File: src/rtl/mem_stg.sv
// mem_stg: memory stage of the five-stage MIPS pipeline.
//
// Holds one execute result packet at a time. Non-memory packets go straight
// to writeback the cycle after capture. Loads and stores go through a
// single-outstanding data-memory port: the request is presented, then stores
// retire immediately while loads wait for the response word, which is
// aligned and sign/zero-extended. Jump packets raise a one-cycle redirect
// toward fetch at the moment they hand off to writeback.
//
// Ports:
//   clk, resetn          pipeline clock / async active-low reset
//   exec_mem_*           valid/ready input from execute (one packet)
//   mem_wb_*             valid/ready output to writeback
//   dmem_req_*           data-memory request (addr word-aligned, byte enables)
//   dmem_rsp_*           data-memory load response (one-cycle pulse)
//   mem_fetch_jmp_*      redirect pulse and target toward fetch
//   mem_haz_pkt          destination / forwarding info for the hazard unit

package mips_pkg;
  typedef logic [31:0] word_t;
  typedef logic [4:0]  reg_t;

  typedef enum logic [1:0] {
    NO_MEM_OP = 2'd0,
    MEM_LD    = 2'd1,
    MEM_ST    = 2'd2
  } mem_op_t;

  typedef enum logic [1:0] {
    MEM_B = 2'd0,
    MEM_H = 2'd1,
    MEM_W = 2'd2
  } mem_sz_t;

  typedef struct packed {
    logic    jmp_vld;
    word_t   addr;
    mem_op_t mem_op;
    mem_sz_t mem_sz;
    logic    sgnd;
    logic    dst_vld;
    reg_t    dst_reg;
    word_t   data;
  } exec_mem_pkt_t;

  typedef struct packed {
    logic  dst_vld;
    reg_t  dst_reg;
    word_t data;
  } mem_wb_pkt_t;
endpackage

package haz_pkg;
  typedef struct packed {
    logic           dst_vld;
    mips_pkg::reg_t dst_reg;
    logic           data_vld;
    mips_pkg::word_t data;
  } mem_haz_pkt_t;
endpackage

module mem_stg
  import mips_pkg::*;
(
  input  logic                  clk,
  input  logic                  resetn,
  input  logic                  exec_mem_vld,
  output logic                  exec_mem_rdy,
  input  exec_mem_pkt_t         exec_mem_pkt,
  output logic                  mem_wb_vld,
  input  logic                  mem_wb_rdy,
  output mem_wb_pkt_t           mem_wb_pkt,
  output logic                  dmem_req_vld,
  input  logic                  dmem_req_rdy,
  output logic                  dmem_req_we,
  output logic [31:0]           dmem_req_addr,
  output logic [3:0]            dmem_req_be,
  output logic [31:0]           dmem_req_wdata,
  input  logic                  dmem_rsp_vld,
  input  logic [31:0]           dmem_rsp_data,
  output logic                  mem_fetch_jmp_vld,
  output logic [31:0]           mem_fetch_jmp_addr,
  output haz_pkg::mem_haz_pkt_t mem_haz_pkt
);

  typedef enum logic [1:0] {
    EMPTY = 2'd0,
    REQ   = 2'd1,
    WAIT  = 2'd2,
    DONE  = 2'd3
  } state_t;

  state_t        state;
  state_t        state_nxt;
  state_t        cap_state;
  exec_mem_pkt_t in_pkt_q;
  word_t         res_q;
  word_t         load_data;
  logic          capture;
  logic          wb_hs;
  logic          is_store;
  logic [1:0]    lane;
  logic [7:0]    rsp_byte;
  logic [15:0]   rsp_half;
  logic [3:0]    st_be;
  word_t         st_wdata;

  // Handshake terms. A new packet may enter while the current one is leaving,
  // which is what lets non-memory traffic stream at one packet per cycle.
  assign mem_wb_vld   = (state == DONE);
  assign dmem_req_vld = (state == REQ);
  assign wb_hs        = mem_wb_vld & mem_wb_rdy;
  assign exec_mem_rdy = (state == EMPTY) | wb_hs;
  assign capture      = exec_mem_vld & exec_mem_rdy;
  assign cap_state    = (exec_mem_pkt.mem_op != NO_MEM_OP) ? REQ : DONE;

  // State, packet and result registers.
  always_ff @(posedge clk or negedge resetn) begin
    if (!resetn) begin
      state    <= EMPTY;
      in_pkt_q <= '0;
      res_q    <= '0;
    end else begin
      state <= state_nxt;
      if (capture) begin
        in_pkt_q <= exec_mem_pkt;
      end
      if (capture && (exec_mem_pkt.mem_op == NO_MEM_OP)) begin
        res_q <= exec_mem_pkt.data;
      end else if ((state == WAIT) && dmem_rsp_vld) begin
        res_q <= load_data;
      end
    end
  end

  // Next-state logic. The request valid is a pure function of state, so it
  // never combinationally depends on dmem_req_rdy.
  always_comb begin
    state_nxt = state;
    unique case (state)
      EMPTY: begin
        if (capture) state_nxt = cap_state;
      end
      REQ: begin
        if (dmem_req_rdy) state_nxt = is_store ? DONE : WAIT;
      end
      WAIT: begin
        if (dmem_rsp_vld) state_nxt = DONE;
      end
      DONE: begin
        if (mem_wb_rdy) state_nxt = capture ? cap_state : EMPTY;
      end
      default: state_nxt = EMPTY;
    endcase
  end

  assign is_store = (in_pkt_q.mem_op == MEM_ST);
  assign lane     = in_pkt_q.addr[1:0];

  // Load extraction: pick the addressed byte/halfword and extend it.
  // Misaligned halfword/word accesses simply ignore the unused low bits.
  always_comb begin
    rsp_byte  = 8'h00;
    rsp_half  = 16'h0000;
    load_data = dmem_rsp_data;
    unique case (lane)
      2'd0: rsp_byte = dmem_rsp_data[7:0];
      2'd1: rsp_byte = dmem_rsp_data[15:8];
      2'd2: rsp_byte = dmem_rsp_data[23:16];
      2'd3: rsp_byte = dmem_rsp_data[31:24];
      default: rsp_byte = 8'h00;
    endcase
    rsp_half = lane[1] ? dmem_rsp_data[31:16] : dmem_rsp_data[15:0];
    case (in_pkt_q.mem_sz)
      MEM_B:   load_data = in_pkt_q.sgnd ? {{24{rsp_byte[7]}}, rsp_byte}
                                         : {24'h000000, rsp_byte};
      MEM_H:   load_data = in_pkt_q.sgnd ? {{16{rsp_half[15]}}, rsp_half}
                                         : {16'h0000, rsp_half};
      default: load_data = dmem_rsp_data;
    endcase
  end

  // Store encoding: data is replicated across lanes so the memory only has
  // to honour the byte enables.
  always_comb begin
    st_be    = 4'b0000;
    st_wdata = '0;
    case (in_pkt_q.mem_sz)
      MEM_B: begin
        st_be    = 4'b0001 << lane;
        st_wdata = {4{in_pkt_q.data[7:0]}};
      end
      MEM_H: begin
        st_be    = lane[1] ? 4'b1100 : 4'b0011;
        st_wdata = {2{in_pkt_q.data[15:0]}};
      end
      default: begin
        st_be    = 4'b1111;
        st_wdata = in_pkt_q.data;
      end
    endcase
  end

  // Request fields come straight from the held packet, so they stay stable
  // for as long as the request is stalled.
  assign dmem_req_we    = is_store;
  assign dmem_req_addr  = {in_pkt_q.addr[31:2], 2'b00};
  assign dmem_req_be    = is_store ? st_be : 4'b0000;
  assign dmem_req_wdata = is_store ? st_wdata : 32'h0000_0000;

  assign mem_wb_pkt.dst_vld = in_pkt_q.dst_vld;
  assign mem_wb_pkt.dst_reg = in_pkt_q.dst_reg;
  assign mem_wb_pkt.data    = res_q;

  // Redirect fires on the writeback handshake, so a stalled jump packet
  // still produces exactly one pulse.
  assign mem_fetch_jmp_vld  = in_pkt_q.jmp_vld & wb_hs;
  assign mem_fetch_jmp_addr = in_pkt_q.addr;

  assign mem_haz_pkt.dst_vld  = (state != EMPTY) & in_pkt_q.dst_vld;
  assign mem_haz_pkt.dst_reg  = in_pkt_q.dst_reg;
  assign mem_haz_pkt.data_vld = (state == DONE);
  assign mem_haz_pkt.data     = res_q;

endmodule
File: config.mk
export PLATFORM = sky130hd
export DESIGN_NAME = mem_stg
export DESIGN_NICKNAME = d
export VERILOG_FILES = /design/src/rtl/mem_stg.sv
export SDC_FILE = /design/constraint.sdc
export NUM_CORES = 1
export LEC_CHECK = 0
export CAP_MARGIN = 20
export CORE_MARGIN = 2
export CORE_UTILIZATION = 45
export DETAILED_ROUTE_END_ITERATION = 10
export PLACE_DENSITY = 0.9
export SKIP_LAST_GASP = 1
export SYNTH_ARGS = -nofsm -noshare
export SYNTH_HDL_FRONTEND = slang
export SYNTH_SLANG_ARGS = --single-unit
File: constraint.sdc
create_clock -name clk -period 6.3 [get_ports clk]
set_clock_uncertainty 0.05 [all_clocks]
set_input_delay 0.945 -clock clk [delete_from_list [all_inputs] [get_ports clk]]
set_output_delay 0.945 -clock clk [all_outputs]
set_load 0.05 [all_outputs]
After elaboration in Yosys (flattened, before gate mapping)
Index checks and enable logic that the tools add are counted.
{"block": "word_totals", "reg_bits": 110, "input_bits": 114, "out_inout_bits": 182, "word_cells": 58}
{"block": "classes", "eq_ne": 12, "shifts": 1, "n_mux": 20, "bitwise_logic": 5, "n_reduce_logical": 10}
{"operator": "$mux 32", "n": 5}
{"operator": "$pmux 32 s2", "n": 2}
{"operator": "$pmux 8 s4", "n": 1}
{"operator": "$mux 16", "n": 1}
{"operator": "$mux 2", "n": 6}
{"operator": "$eq 2x2->1 const B", "n": 5}
{"operator": "$logic_not 2->1", "n": 4}
{"operator": "$mux 4", "n": 2}
{"operator": "$pmux 2 s4", "n": 1}
{"operator": "$pmux 4 s2", "n": 1}
{"operator": "$eq 2x1->1 const B", "n": 3}
{"operator": "$reduce_bool 2->1", "n": 3}
{"operator": "$and 1x1->1", "n": 4}
{"operator": "$ne 2x1->1 const B", "n": 2}
{"operator": "$ne 2x2->1 const B", "n": 2}
{"operator": "$reduce_and 4->1", "n": 1}
{"operator": "$shl 1x2->4 const A", "n": 1}
{"operator": "$logic_and 1x1->1", "n": 2}
{"operator": "$mux 1", "n": 1}
{"operator": "$or 1x1->1", "n": 1}

Depth between registers and ports, before layout
Gate-level depths: netlist of the first run.
{"block": "logic_depth", "depth_word": 7, "ltp_mapped": 7, "ltp_nobuf": 4}

Worst setup path after synthesis of the first run
No wires, ideal clock.
{"block": "synth_timing", "path_kind": "register to output", "startpoint": "register in_pkt_q[39] in the netlist's numbering", "endpoint": "output port dmem_req_wdata[10]", "arrival_ps": 2001, "required_ps": 5305, "setup_slack_ps": 3304, "stages_incl_launch_ff": 6, "n_path_buf": 2, "path_cell_list": "dfrtp_1 -> clkbuf_1 -> buf_1 -> nor2_1 -> nand2_1 -> a21oi_1"}
{"block": "synth_via", "elab_chain_len": 3, "elab_cells_between_ends": 4, "cone_classes": "1 x eq/ne; 2 x mux; 1 x reduce/logical"}
{"element": "start: declaration", "line_no": "96", "text": "exec_mem_pkt_t in_pkt_q;"}
{"element": "start signal: assignment", "line_no": "126", "text": "in_pkt_q <= exec_mem_pkt;"}
{"element": "$eq 2x1->1 / $logic_not 2->1 (equally long branches)", "line_no": "188", "text": "case (in_pkt_q.mem_sz)"}
{"element": "$pmux 32 s2 (*)", "line_no": "188"}
{"element": "$mux 32 (*)", "line_no": "209", "text": "assign dmem_req_wdata = is_store ? st_wdata : 32'h0000_0000;"}
{"element": "end: declaration", "line_no": "78", "text": "output logic [31:0] dmem_req_wdata,"}
Mark *: on every way between the ends. The rest lies on a longest branch, timed or not.

Worst setup path in the final report of the first run
{"block": "layout_timing", "startpoint": "register in_pkt_q[41] in the netlist's numbering", "endpoint": "output port dmem_req_wdata[1]"}
{"block": "layout_via", "elab_chain_len": 2}
{"element": "$eq 2x2->1", "line_no": "157", "text": "assign is_store = (in_pkt_q.mem_op == MEM_ST);"}
{"element": "$mux 32", "line_no": "209"}
No other way between the ends.

==> flow_summary.json, run 1 <==
{
  "status": "finished, final reports clean",
  "layout-drive-gt1-share": 0.129,
  "r2r-start": "in_pkt_q[40]",
  "grt_usage": 0.258,
  "yosysWarnings": 0,
  "dp.cells": 993,
  "critPathArrivalTime_ns": 3.06,
  "synthToLayoutAreaGrowth_pct": 39.8,
  "wl_per_cell_um": 20.3,
  "syn_inst": 666,
  "async_flop_share": 1.00,
  "r2r_slack_ns": 3.71,
  "port_buffers": 293,
  "reg2reg_to": "res_q[5]",
  "cts_buffer_depth": 2,
  "cts_hold_buf": 0,
  "drtPass1Iterations": 5,
  "drv_slew": 0,
  "synth.mux.area_fraction": 0.183,
  "fin_crit_ns": 4.06,
  "synth_cell_types": 45,
  "finalNonFillerCells": 1012,
  "relSlewSlack": 0.272,
  "ys_ff_latch": 110,
  "crit_family": "buffers and inverters",
  "initial_core_util": 0.465,
  "gp_congestion": 0.915,
  "setup_viol": 0,
  "core_sq_mm": 0.0140,
  "cts_tree": "built",
  "synth_area_leaders": "dfrtp_1 (42%), mux2_2 (13%), buf_4 (12%), mux2i_1 (4.2%), nand2_1 (3.9%)",
  "clkLatencyLatePin_ns": 0.35,
  "grt_max_degree": 81,
  "dp_slack_ns": 2.63,
  "crit_path_end_kind": "output port",
  "critPathSlowestCell": "nand2b_1",
  "drv_cap": 0,
  "crit_required_ns": 5.30,
  "hp-class": "in -> async",
  "path_clk_slew_ns": 0.07,
  "synthAdderAreaFrac": 0,
  "ys.flop_type": "dfrtp_1",
  "max_freq_ghz": 0.247,
  "yosysSeqAreaShare": 0.423,
  "critPathMaxFanout": 28,
  "drtAntennaViolNets": 0,
  "dieArea_sq_mm": 0.0154,
  "cp_num_buf_inv": 2,
  "grt_pass1_vias": 5385,
  "nets": 941,
  "cts_buffers": 9,
  "worstSetupPathType": "reg -> out",
  "cts_resized": 0,
  "synth_enable_flop_cells": 0,
  "finalSetupTns_ns": 0,
  "synth_xor_area_frac": 0,
  "grt_pass1_wl_um": 31200,
  "synth-simple-area-share": 0.107,
  "rsz0062_at_grt": "no",
  "startpoint_type": "flop",
  "post_cts_buffers": 0,
  "path_cells": "nand2b_1 -> inv_1 -> and2_1 -> clkdlybuf4s50_1",
  "yosysMostFrequentCell": "dfrtp_1",
  "synth_compound_area_frac": 0.130,
  "reg2reg_depth": 5,
  "synth_top_family_by_area": "multiplexers",
  "cts.sinks": 110,
  "die_w_um": 124,
  "dp_hpwl_um": 15200,
  "vias": 5540,
  "wl_um": 20500,
  "dieHeight_um": 124,
  "cp_slowest_stage_delay_ns": 0.81,
  "hold_violations": 0,
  "netlist_area_sq_mm": 0.00650,
  "post-synth-top-area-cell": "dfrtp_1",
  "drtIter0Drc": 448,
  "drc_errors": 0,
  "synth_top_area_frac": 0.423,
  "drt-vias-per-instance": 5.47,
  "fin_crit_sh": 0.644,
  "finalWorstSetupSlack_ns": 2.24,
  "worst_pin_slew_ns": 1.09,
  "grt_overflow_total": 0,
  "h-tree-depth": 3,
  "antenna_found_initial": 1,
  "netlist_top_cells_count": "dfrtp_1 (110), buf_4 (108), mux2_2 (76), nand2_1 (67), a21oi_1 (41)",
  "avgSynthCellArea_sq_um": 9.77,
  "root_buffer": "clkbuf_16",
  "std_cell_rows": 43,
  "io-pin-count": 296
}
## sequential cells by signal (all words and copies together) (netlist names)
signal              flops
in_pkt_q               38
mem_fetch_jmp_addr     32
res_q                  32
mem_haz_pkt             5
state                   2
mem_wb_pkt              1
## per-stage QoR
stage / util / area (sq um) / hold WS, ns
4_1_cts: 0.645 / 9020 / 0.463
5_1_grt: 0.650 / 9090 / 0.484
3_3_place_gp: 0.623 / 8720 / 0.427
2_1_floorplan: - / 6510 / 0.420
3_5_place_dp: 0.623 / 8720 / 0.446
6_report: 0.650 / 9090 / 0.461
## cell usage in the layout, fill, tap and decap left out, types with 8 or more instances in the layout
cell type,n
nor2b_1,8
dfrtp_1,109
o21a_1,14
nand2_1,66
o21ai_0,30
nand3_1,9
a21oi_1,41
nand3b_1,8
clkbuf_16,9
clkdlybuf4s50_1,292
o21ai_1,26
mux2_2,76
mux2i_1,27
and2_1,8
nor2_1,32
## cell families after synthesis
family,after synthesis
compound gates,140
buf+inv,158
flops,110
mux,107
other cells,1
simple gates,150
## worst max path at each step
stage | start | to | slack (ns) | cells past startpoint
after detailed placement | mem_wb_rdy | exec_mem_rdy | 2.63 | 4
final | in_pkt_q[41] | dmem_req_wdata[1] | 2.24 | 4
after floorplan | in_pkt_q[39] | dmem_req_wdata[10] | 3.30 | 5
after global placement | mem_wb_rdy | exec_mem_rdy | 2.66 | 4
after CTS | in_pkt_q[41] | dmem_req_wdata[1] | 2.29 | 4
after global routing | in_pkt_q[41] | dmem_req_wdata[7] | 2.13 | 4
## cell type report
type / count / area (sq um)
Fill cell: 1119 / 4900
Timing Repair Buffer: 302 / 3050
Sequential cell: 110 / 2750
Multi-Input combinational cell: 399 / 2740
Clock buffer: 12 / 256
Tap cell: 180 / 225
Clock inverter: 3 / 43.8
Inverter: 5 / 18.8
Antenna cell: 1 / 2.50
## metal layers
metal | track usage | wire, um | vias to the layer above
li1 | - | - | 2518
met5 | 0 | 0 | -
met3 | 0.0486 | 1410 | 48
met2 | 0.424 | 10000 | 271
met1 | 0.328 | 8340 | 2703
met4 | 0.121 | 750 | 0
Power of run 1 is left out: the tool's default activity adds up to more than one toggle a clock period on the data nets, which glitch-free logic cannot reach.
==> run 2, diff against run 1 <==
--- a/config.mk
+++ b/config.mk
@@ -7,9 +7,9 @@
 export LEC_CHECK = 0
 export CAP_MARGIN = 20
 export CORE_MARGIN = 2
-export CORE_UTILIZATION = 45
+export CORE_UTILIZATION = 38
 export DETAILED_ROUTE_END_ITERATION = 10
-export PLACE_DENSITY = 0.9
+export PLACE_DENSITY = 0.81
 export SKIP_LAST_GASP = 1
 export SYNTH_ARGS = -nofsm -noshare
 export SYNTH_HDL_FRONTEND = slang
==> constraint.sdc (replaced) <==
create_clock -name clk -period 3.4 [get_ports clk]
set_clock_uncertainty 0.05 [all_clocks]
set_input_delay 0.51 -clock clk [delete_from_list [all_inputs] [get_ports clk]]
set_output_delay 0.51 -clock clk [all_outputs]
set_load 0.05 [all_outputs]
==> run 2 against run 1 <==
Effect of this change:
- non-clock buffer count up 6
- hold slack got worse by 0.28 ns
- first-iteration DRC count is 33% lower
- cell count rose by 4.6%
- cell area grew 0.65%
- critical endpoint is now dmem_req_wdata[10]
- critical path depth is the same
- highest routed layer unchanged
- flip-flop and latch count stayed put
- clock-buffer cell count shrank 2
- wire length rose by 2.0%
==> flow_summary.json, run 2 (same netlist as run 1, synthesis figures left out) <==
{
  "drtAntennaViolNets": 0,
  "worstSetupPathType": "reg -> out",
  "port_buffers": 293,
  "cts_resized": 0,
  "wl_um": 20900,
  "dieHeight_um": 135,
  "drv_cap": 0,
  "finalWorstSetupSlack_ns": 0.262,
  "worst_pin_slew_ns": 0.804,
  "grt_overflow_total": 0,
  "cts_tree": "built",
  "path_clk_slew_ns": 0.07,
  "final_area_sq_mm": 0.00915,
  "initial_core_util": 0.391,
  "root_buffer": "clkbuf_16",
  "drc_errors": 0,
  "crit_required_ns": 2.84,
  "nets": 947,
  "std_cell_rows": 47,
  "relSlewSlack": 0.464,
  "critPathMaxFanout": 19,
  "gp_congestion": 0.916,
  "cts_buffers": 9,
  "finalSetupTns_ns": 0,
  "hp-class": "in -> async",
  "startpoint_type": "flop",
  "rsz0062_at_grt": "no",
  "drv_slew": 0,
  "drt-vias-per-instance": 5.28,
  "regMostFlops": "in_pkt_q",
  "crit_path_end_kind": "output port",
  "grt_usage": 0.223,
  "cts.sinks": 110,
  "status": "finished, final reports clean",
  "drtPass1Iterations": 7,
  "final_common_cell": "clkdlybuf4s50_1",
  "antenna_found_initial": 1,
  "synthToLayoutAreaGrowth_pct": 40.7,
  "vias": 5594,
  "clkLatencyLatePin_ns": 0.35,
  "critPathArrivalTime_ns": 2.58,
  "dp_slack_ns": 0.591,
  "fill_cells": 1495,
  "core_sq_mm": 0.0166,
  "dieArea_sq_mm": 0.0182,
  "r2r_slack_ns": 0.98,
  "final_util": 0.550,
  "grt_pass1_wl_um": 30800,
  "post_cts_buffers": 0,
  "largest_register_ffs": 38,
  "fin_crit_sh": 0.923,
  "layout-drive-gt1-share": 0.144,
  "cts_buffer_depth": 2,
  "place_area_sq_mm": 0.00884,
  "cts_hold_buf": 0,
  "grt_pass1_vias": 5465,
  "h-tree-depth": 3,
  "io-pin-count": 296,
  "setup_viol": 0,
  "hold_violations": 0,
  "grt_max_degree": 60,
  "drtIter0Drc": 298,
  "mostFrequentLayoutCells": "clkdlybuf4s50_1 (286), dfrtp_1 (109), mux2_2 (76), nand2_1 (66), a21oi_1 (41)",
  "fin_crit_ns": 3.14,
  "max_freq_ghz": 0.319,
  "dp_hpwl_um": 15800,
  "die_w_um": 135,
  "wl_per_cell_um": 19.7
}
-- run 2: changes by cell type in the layout (fill, tap and decap cells not counted) --
cell / previous run / this run
buf_12: 0 / 2
inv_6: 0 / 2
clkbuf_1: 1 / 0
clkbuf_8: 2 / 1
bufinv_16: 1 / 0
clkinv_2: 1 / 0
clkinv_4: 1 / 2
inv_8: 0 / 1
buf_8: 1 / 0
buf_16: 2 / 0
clkinv_8: 0 / 1
clkdlybuf4s50_1: 292 / 286
buf_4: 7 / 20
-- run 2: worst max-delay path, cell delays in order, from the launching register on --
cell	delay, ns
dfrtp_1	0.65
nor2_1	0.50
nand2_1	0.10
a21oi_1	0.14
clkdlybuf4s50_1	0.82
-- run 2: path summary, 6_finish.rpt --
| path | startpoint | end | cells after the start |
|---|---|---|---|
| worst max-delay path | in_pkt_q[39] | dmem_req_wdata[10] | 4 |
| worst min-delay path | resetn | mem_haz_pkt[37] | 1 |
| worst max register to register | in_pkt_q[39] | res_q[29] | 6 |
| worst min register to register | in_pkt_q[75] | in_pkt_q[75] | 1 |
| max in group asynchronous | resetn | in_pkt_q[9] | 2 |
| min in group clk | in_pkt_q[75] | in_pkt_q[75] | 1 |
-- run 2: final cells by class --
type                            instances  area, sq um  area share
Multi-Input combinational cell        399         2740       0.300
Timing Repair Buffer                  308         3050       0.334
Clock inverter                          6         62.6     0.00684
Inverter                                5         18.8     0.00205
Tap cell                              220          275      0.0301
Clock buffer                           10          239      0.0261
Sequential cell                       110         2750       0.301
Antenna cell                            1         2.50    0.000274
-- run 2: per-layer routing --
metal  track usage  vias up  wire (um)
met5             0        -          0
met4         0.113        0        857
met3        0.0417       53       1570
met2         0.356      294       9790
met1         0.291     2719       8690
li1              -     2528          -
-- run 2: stage by stage --
step,std cells,hold slack (ns)
2_1_floorplan,667,0.164
3_3_place_gp,1042,0.432
4_1_cts,1058,0.218
5_1_grt,1059,0.242
3_5_place_dp,1042,0.444
6_report,1059,0.178
Power of run 2 is left out for the same reason.
==> run 3, diff against run 2 <==
--- a/config.mk
+++ b/config.mk
@@ -7,9 +7,9 @@
 export LEC_CHECK = 0
 export CAP_MARGIN = 20
 export CORE_MARGIN = 2
-export CORE_UTILIZATION = 38
+export CORE_UTILIZATION = 30
 export DETAILED_ROUTE_END_ITERATION = 10
-export PLACE_DENSITY = 0.81
+export PLACE_DENSITY = 0.67
 export SKIP_LAST_GASP = 1
 export SYNTH_ARGS = -nofsm -noshare
 export SYNTH_HDL_FRONTEND = slang
==> run 3 against run 2 <==
Effect of this change:
- clock-buffer cell count unchanged
- worst setup slack gained 0.059 ns
- first-iteration DRC count grew 13%
- fmax rose by 1.9%
- global-route usage down 3.4 points
- critical path depth unchanged
- non-clock buffer count is 1 higher
- cell count is 5.3% higher
- wire length rose by 5.7%
==> flow_summary.json, run 3 (same netlist as run 1, synthesis figures left out) <==
{
  "fin_crit_ns": 3.08,
  "dieArea_sq_mm": 0.0229,
  "h-tree-depth": 3,
  "post_cts_buffers": 0,
  "wl_per_cell_um": 19.8,
  "grt_overflow_total": 0,
  "drt-vias-per-instance": 4.91,
  "synthToLayoutAreaGrowth_pct": 42.1,
  "die_w_um": 151,
  "grt_pass1_wl_um": 32100,
  "wl_um": 22100,
  "cts_resized": 0,
  "fill_cells": 2053,
  "hold_violations": 0,
  "critPathArrivalTime_ns": 2.52,
  "core_sq_mm": 0.0212,
  "mostFrequentLayoutCells": "clkdlybuf4s50_1 (283), dfrtp_1 (109), mux2_2 (76), nand2_1 (66), a21oi_1 (41)",
  "dieHeight_um": 151,
  "drv_cap": 0,
  "cts_tree": "built",
  "status": "finished, final reports clean",
  "drtPass1Iterations": 5,
  "path_clk_slew_ns": 0.08,
  "largest_register_ffs": 38,
  "root_buffer": "clkbuf_16",
  "rsz0062_at_grt": "no",
  "finalSetupTns_ns": 0,
  "nets": 948,
  "cts_buffers": 9,
  "vias": 5476,
  "final_common_cell": "clkdlybuf4s50_1",
  "dp_hpwl_um": 16800,
  "regArea_sq_mm": 0.00275,
  "drv_slew": 0,
  "relSlewSlack": 0.482,
  "cts_buffer_depth": 2,
  "grt_usage": 0.190,
  "cts_hold_buf": 0,
  "clkLatencyLatePin_ns": 0.36,
  "drtAntennaViolNets": 0,
  "hp-class": "in -> async",
  "port_buffers": 293,
  "crit_required_ns": 2.84,
  "layout-drive-gt1-share": 0.148,
  "std_cell_rows": 53,
  "multi_input_area_sq_mm": 0.00274,
  "crit_path_end_kind": "output port",
  "startpoint_type": "flop",
  "worst_pin_slew_ns": 0.777,
  "fin_crit_sh": 0.905,
  "grt_max_degree": 59,
  "drtIter0Drc": 336,
  "max_freq_ghz": 0.325,
  "antenna_found_initial": 2,
  "io-pin-count": 296,
  "drc_errors": 0,
  "initial_core_util": 0.307,
  "grt_pass1_vias": 5382,
  "regMostFlops": "in_pkt_q",
  "cts.sinks": 110,
  "gp_congestion": 0.807,
  "worstSetupPathType": "reg -> out",
  "setup_viol": 0,
  "critPathMaxFanout": 20
}
## run 3: cell types whose count changed in the layout (fill, tap and decap cells not counted), sizes merged
cell and delta:
clkinvlp +1, inv -2, bufinv +2, buf +4, clkinv -1, clkdlybuf4s50 -3
## run 3: layout make-up
type                            count  share of cell area
Antenna cell                        1            0.000271
Clock buffer                       10              0.0248
Clock inverter                      6              0.0102
Inverter                            5             0.00203
Multi-Input combinational cell    399               0.297
Sequential cell                   110               0.298
Tap cell                          275              0.0372
Timing Repair Buffer              309               0.330
## run 3: layer usage
layer / up-vias / routed length (um) / GRT usage
met1: 2724 / 9340 / 0.244
met4: 2 / 508 / 0.0603
met3: 27 / 1280 / 0.0395
met5: - / 8 / 0
li1: 2524 / - / -
met2: 199 / 11000 / 0.319
## run 3: worst paths after layout
check / start / end / slack (ns) / cells past startpoint
min in group clk: in_pkt_q[41] / in_pkt_q[41] / 0.45 / 1
max in group asynchronous: resetn / in_pkt_q[14] / 2.35 / 2
hold reg to reg: in_pkt_q[41] / in_pkt_q[41] / 0.45 / 1
setup / recovery: in_pkt_q[39] / dmem_req_be[3] / 0.32 / 4
setup reg to reg: in_pkt_q[39] / res_q[0] / 0.82 / 5
hold / removal: resetn / state[0] / 0.15 / 1
## run 3: stage by stage
step | hold slack (ns) | std cells | util | setup WS (ns) | cell area [sq um]
6_report | 0.153 | 1115 | 0.437 | 0.321 | 9240
5_1_grt | 0.211 | 1115 | 0.437 | 0.195 | 9240
4_1_cts | 0.190 | 1114 | 0.437 | 0.328 | 9240
3_5_place_dp | 0.436 | 1098 | 0.421 | 0.604 | 8910
3_3_place_gp | 0.431 | 1098 | 0.421 | 0.613 | 8910
2_1_floorplan | 0.164 | 667 | - | 0.839 | 6510
## run 3: critical path: stages (launching register included)
cell             delay [ns]
dfrtp_1                0.70
buf_4                  0.34
o21ai_0                0.12
a21oi_1                0.16
clkdlybuf4s50_1        0.83
Power of run 3 is left out for the same reason.
